$ cat config.mk
export PLATFORM = sky130hd
export DESIGN_NAME = id_register_file
export DESIGN_NICKNAME = d
export VERILOG_FILES = /design/src/rtl/id_register_file.sv
export SDC_FILE = /design/constraint.sdc
export NUM_CORES = 2
export LEC_CHECK = 0
export ABC_AREA = 1
export CAP_MARGIN = 20
export CORE_AREA = 2 2 426 428
export CTS_CLUSTER_SIZE = 40
export DETAILED_ROUTE_END_ITERATION = 8
export DIE_AREA = 0 0 428 430
export PLACE_DENSITY = 0.47
export RECOVER_POWER = 25
export SLEW_MARGIN = 30
export SYNTH_ARGS = -nofsm -noshare
export SYNTH_HDL_FRONTEND = slang
export SYNTH_SLANG_ARGS = --single-unit
export TNS_END_PERCENT = 1
$ cat constraint.sdc
create_clock -name Clk -period 1.6 [get_ports Clk]
set_clock_uncertainty 0.1 [all_clocks]
set_input_delay 0.32 -clock Clk [delete_from_list [all_inputs] [get_ports Clk]]
set_output_delay 0.32 -clock Clk [all_outputs]
set_load 0.1 [all_outputs]
$ cat src/rtl/id_register_file.sv
// ID-stage register file with write-first WB bypass.
// Read operands are registered at the ID/EX boundary.
module id_register_file #(
  parameter int DATA_W   = 32,
  parameter int ADDR_W   = 5,
  parameter int NUM_REGS = 32
) (
  input  logic              Clk,
  input  logic              Reset_n,
  input  logic              RegWrite_WB,
  input  logic [ADDR_W-1:0] Write_Reg_WB,
  input  logic [DATA_W-1:0] Write_Data_WB,
  input  logic [ADDR_W-1:0] Read_Reg1_ID,
  input  logic [ADDR_W-1:0] Read_Reg2_ID,
  input  logic              Stall_ID,
  input  logic              Flush_ID,
  output logic [DATA_W-1:0] Read_Data1_EX,
  output logic [DATA_W-1:0] Read_Data2_EX
);

  localparam int DEPTH = 1 << ADDR_W;

  logic [DATA_W-1:0] r_regs [DEPTH];
  logic [DATA_W-1:0] r_rd1;
  logic [DATA_W-1:0] r_rd2;

  logic              w_we;
  logic              w_wa_ok;
  logic [DATA_W-1:0] w_rd1_nxt;
  logic [DATA_W-1:0] w_rd2_nxt;

  // Indices beyond NUM_REGS behave like r0: never stored, read as zero.
  function automatic logic idx_ok(input logic [ADDR_W-1:0] idx);
    return (idx != '0) && (int'(idx) < NUM_REGS);
  endfunction

  function automatic logic [DATA_W-1:0] rd_sel(
    input logic [ADDR_W-1:0] idx,
    input logic              we,
    input logic [ADDR_W-1:0] wa,
    input logic [DATA_W-1:0] wd,
    input logic [DATA_W-1:0] stored
  );
    logic [DATA_W-1:0] v;
    v = '0;
    if (!idx_ok(idx))
      v = '0;
    else if (we && (wa == idx))
      v = wd;
    else
      v = stored;
    return v;
  endfunction

  assign w_wa_ok = idx_ok(Write_Reg_WB);
  assign w_we    = RegWrite_WB && w_wa_ok;

  always_ff @(posedge Clk or negedge Reset_n) begin
    if (!Reset_n) begin
      for (int i = 0; i < DEPTH; i++)
        r_regs[i] <= '0;
    end else if (w_we) begin
      r_regs[Write_Reg_WB] <= Write_Data_WB;
    end
  end

  always_comb begin
    w_rd1_nxt = '0;
    w_rd2_nxt = '0;
    w_rd1_nxt = rd_sel(Read_Reg1_ID, w_we, Write_Reg_WB,
                       Write_Data_WB, r_regs[Read_Reg1_ID]);
    w_rd2_nxt = rd_sel(Read_Reg2_ID, w_we, Write_Reg_WB,
                       Write_Data_WB, r_regs[Read_Reg2_ID]);
  end

  // Flush beats stall so a bubble can be forced into a held slot.
  always_ff @(posedge Clk or negedge Reset_n) begin
    if (!Reset_n) begin
      r_rd1 <= '0;
      r_rd2 <= '0;
    end else if (Flush_ID) begin
      r_rd1 <= '0;
      r_rd2 <= '0;
    end else if (!Stall_ID) begin
      r_rd1 <= w_rd1_nxt;
      r_rd2 <= w_rd2_nxt;
    end
  end

  assign Read_Data1_EX = r_rd1;
  assign Read_Data2_EX = r_rd2;

endmodule

## After elaboration in Yosys (flattened, before gate mapping)

Index checks and enable logic that the tools add are counted.

- Muxes and demuxes: 17
- Bitwise gates (word level): 3
- Div/mod/pow operators: 0
- Reductions and logical operators: 7
- Equal/unequal tests: 3
- Add/subtract/negate cells: 0
- Multiply operators: 0
- Magnitude comparators: 4
- Shift operators: 0

Operators with widths:

| cell | number |
|---|---|
| $bwmux W1024 | 1 |
| $mux W32 | 13 |
| $bmux W32 S5 | 2 |
| $demux W32 S5 | 1 |
| $ge A6 B6 Y1 const B | 3 |
| $not A5 Y6 | 3 |
| $reduce_bool A5 Y1 | 3 |
| $eq A5 B5 Y1 | 2 |
| $lt A6 B1 Y1 const B | 1 |
| $logic_and A1 B1 Y1 | 4 |
| $ne A2 B1 Y1 const B | 1 |

- Bits in registers: 1,088
- Bits in writable memories: 0
- ROM bits: 0
- Input bits: 52
- Output and inout port bits: 64
- Bits in latches: 0
- Memories kept: 0
- Word-level logic and storage cells: 68

## Longest topological paths before layout

- Word-level depth: 8
- Mapped depth: 15

## Least setup slack after synthesis

OpenSTA, ideal clock, no wires.

- Path kind: in2reg
- From: input Read_Reg2_ID[0]
- To: register r_rd2[21], in the netlist Read_Data2_EX[21]
- Setup slack: -168 ps
- Library setup time: 120 ps
- Cell stages on the path: 15
- Arrival: 1,548 ps
- Path buffers: 5
- Cell sequence: buf_6 buf_6 buf_6 buf_6 buf_4 nand2_1 nand3_1 nand3_1 nand2_1 a21oi_1 nand2_1 nand2_1 nand2_1 nand2_1 nand2_1

- Longest elaborated chain between the ends: 8
- Elaborated cells on any way between the ends: 11
- Classes of those cells: 1 x eq/ne; 7 x mux; 1 x bitwise; 2 x reduce/logical

Ends and longest elaborated chain:

| item | line | source |
|---|---|---|
| start, declared | 14 | `input logic [ADDR_W-1:0] Read_Reg2_ID,` |
| $not A5 Y6 (not written as such) | 73 | `Write_Data_WB, r_regs[Read_Reg2_ID]);` |
| $bmux W32 S5 | 73 |  |
| $mux W32 (not written as such) (2 in a row) | 73 |  |
| $mux W32 | 48 | `else if (we && (wa == idx))` |
| $mux W32 (*) | 46 | `if (!idx_ok(idx))` |
| $mux W32 (*) | 84 | `end else if (!Stall_ID) begin` |
| $mux W32 (*) | 81 | `end else if (Flush_ID) begin` |
| end signal, assigned | 86 | `r_rd2 <= w_rd2_nxt;` |
| end, declared | 25 | `logic [DATA_W-1:0] r_rd2;` |

Mark *: on every way between the ends. The rest lies on a longest branch, timed or not. The select of a mux whose other input is x is not followed.
A chain may end at the register's enable or synchronous reset.

## Worst setup path in the final report

- From: register r_rd2[18], in the netlist Read_Data2_EX[18]
- To: output Read_Data2_EX[18]

RTL lines:

| item | line | source |
|---|---|---|
| end, declared | 18 | `output logic [DATA_W-1:0] Read_Data2_EX` |

No word-level cell between the ends.

==> reports/metrics.yaml <==
first_global_vias: 59710
critical_path.startpoint: "Read_Data2_EX[18]"
flop_and_latch_count_out_of_synthesis: 1088
dpl.hpwl_um: 183800
cts_tree: "built"
syn_nets: 9272
timing.reg2reg.worst_path_depth: 10
routabilityCongestion: 0.8998
setup.reg_to_reg.worst_slack_ps: 10
maxClockFrequency_ghz: 0.5298
critical_path.reg2reg.endpoint: "Read_Data2_EX[5]"
clock_power_share: 0.367
crit_family: "flip-flops"
criticalPathCategory: "flip-flop to output port"
numPlacedInstances: 11660
timing.final.ws_setup_ps: -287.4
final_max_slew_viol_count: 0
start_util: 0.3478
yosys_warnings: 0
tightestPinTransition_ps: 1185
hold_viol_final: 0
run_status: "finished with violations"
h-tree-depth: 4
max_stage_delay_ps: 480
synth_area_leaders: "sky130_fd_sc_hd__dfrtp_1 44%, sky130_fd_sc_hd__nand2_1 20%, sky130_fd_sc_hd__o21ai_0 10%"
critical-path-slowest-cell: "sky130_fd_sc_hd__dfrtp_2"
grt_usage: 0.2944
buffer_ports.inserted: 115
layoutNonFillerInstCount: 11910
wl_um: 274800
post-synth-top-area-fraction: 0.4354
most_frequent_cells_after_synthesis: "3333 x sky130_fd_sc_hd__nand2_1, 1288 x sky130_fd_sc_hd__o21ai_0, 1088 x sky130_fd_sc_hd__dfrtp_1"
cap_viol_max_count: 0
antenna_found_initial: 6
grt_first_pass_wirelength_um: 406600
synthesis.instances: 9220
worst_hold_path_type: "input port to flip-flop"
core_footprint_mm2: 0.1798
first_pass_iters: 7
max-slew-margin-rel: 0.2098
postSynth.topFlopCell: "sky130_fd_sc_hd__dfrtp_1"
cts.repair_timing.setup_buffer_count: 0
detail_route.drc_violations: 0
buffer_type_at_the_clock_tree_root: "sky130_fd_sc_hd__clkbuf_16"
die_outline_height_um: 430
worst-path-max-fanout: 2
timing.critical_path.cells: "buf_12"
final_layout_size_suffix_gt1_frac: 0.1284
drt-vias-per-instance: 5.289
clk_latency_ps: 780
detail_route.wl_per_cell_um: 23.07
floorplan.die_area_mm2: 0.1840
cp.required_ps: 1180
placementRows: 156
ir_drop_uv: 881.4
power_per_standard_cell_area_mw_per_mm2: 1120
timing.critical_path.from_type: "flip-flop"
p_int_uw: 58620
synth.most_common_cell: "sky130_fd_sc_hd__nand2_1"
power.switching_fraction: 0.3271
n_fill_cell: 18400
grt_setup_unrepaired: "true"
netlist_cell_types: 28
seq_power_share: 0.411
regToRegStartpoint: "r_regs[485]"
design.portCount: 116
power.net_switching_uw: 28500
drt_iter0_markers: 6455
leakage_uw: 0.03875
timing.critical_path.to: "Read_Data2_EX[18]"
layout.nets: 9483
area_leader_netlist: "sky130_fd_sc_hd__dfrtp_1"
clkSlewWorstSetupHoldPaths_ps: 60
path_buf_inv: 1
async_flop_share: 1.000
overflow: 0
pwr-share-comb: 0.222
yosysSeqAreaShare: 0.4354
area_growth_syn_to_layout_pct: 24.42
synth_area_per_cell_um2: 6.782
final.min_clock_period_ps: 1887
pre_cts_slack_ps: -804.7
timing.final.setup_violations: 66
cts_num_sinks: 1088
period_share: 1.180
failed_checks: "setup timing"
synth_edf_count: 0
die-width_um: 428
cp_num_cells: 1
grt_max_degree: 77
drt.antenna.violating_nets: 0
netlist_area_mm2: 0.06253
endpoint_kind: "output port"
num_vias: 63010
cts_inserted_buffers: 138
crit_arrival_ps: 1470
clock_tree.buffer_depth: 3
## state kept, by name (all words and copies together) (netlist names)
name	cells
Read_Data1_EX	32
r_regs	1024
Read_Data2_EX	32
## final cells by class
class,count,area (um^2),share of cell area
multi-input combinational,6477,28880,0.3711
sequential,1088,27280,0.3506
timing repair buffer,844,10790,0.1387
clock buffer,203,4084,0.05249
inverter,882,3346,0.04300
tap,2370,2965,0.03811
clock inverter,45,456.7,0.005870
antenna,3,7.507,0.00009649
## per-stage QoR
| stage | setup TNS (ps) | power [uW] | utilization | area [um^2] | hold WS, ps |
|---|---|---|---|---|---|
| after floorplan | -8394 | 47440 | - | 62550 | -75.59 |
| after global placement | -647830 | 55050 | 0.4076 | 73270 | 87.89 |
| after detailed placement | -656080 | 55420 | 0.4076 | 73270 | 88.91 |
| after CTS | -17970 | 87650 | 0.4333 | 77890 | 5.912 |
| after global routing | -24600 | 91960 | 0.4328 | 77800 | 35.35 |
| final | -14720 | 87120 | 0.4328 | 77800 | 53.41 |
## how the worst min path moves through the flow
stage | start | endpoint | slack, ps | cells past startpoint
global route | Write_Data_WB[24] | r_regs[280] | 40 | 3
floorplan | Reset_n | Read_Data1_EX[0] | -80 | 0
finish | Write_Data_WB[24] | r_regs[280] | 50 | 3
global placement | Reset_n | r_regs[75] | 90 | 1
CTS | Write_Data_WB[10] | r_regs[266] | 6 | 3
detailed placement | Reset_n | r_regs[299] | 90 | 1
## layout by cell type (no fill, tap or decap), drive strengths merged, types with 3 or more instances in the layout
master and count:
diode 3, nand3 997, buf 776, or2 77, dfrtp 1088, nand2 3361, clkdlybuf4s50 39, o21ai 1345
clkbuf 229, clkinvlp 6, bufinv 7, clkinv 22, a21oi 193, nor3 33, nor2 289, inv 892
xor2 3, o211ai 174
## power groups by stage
stage | clock network [uW] | registers, uW | logic [uW]
floorplan | 0 | 35900 | 11500
global placement | 0 | 36000 | 19000
detailed placement | 0 | 36100 | 19300
CTS | 32500 | 35700 | 19400
global route | 33600 | 36400 | 21900
finish | 32000 | 35800 | 19400
## repair_timing
| action | CTS | global route |
|---|---|---|
| pin swaps | 0 | 4 |
| endpoints found under the hold margin | 1088 | 0 |
| gates resized for setup | 40 | 28 |
| hold buffers | 2 | 0 |
| setup endpoints to repair | 66 | 138 |
## metal layers
metal  global-route usage  part of all wire  up-vias
li1                     -                 -    29700
met1               0.4001              0.44    30370
met2               0.4745              0.45     2417
met3              0.03818             0.066      525
met4               0.1185             0.043        4
met5                    0          0.000076        -
## cells by family (layout without fill, tap and decap cells)
group | Yosys count | after routing | synth area share
other cells | 0 | 3 | 0
flops | 1088 | 1088 | 0.4354
compound gates | 1712 | 1712 | 0.1440
buf+inv | 1655 | 1974 | 0.1077
xor+xnor | 5 | 5 | 0.0007005
simple gates | 4760 | 4760 | 0.3121
Power figures use the tool's default switching activity.
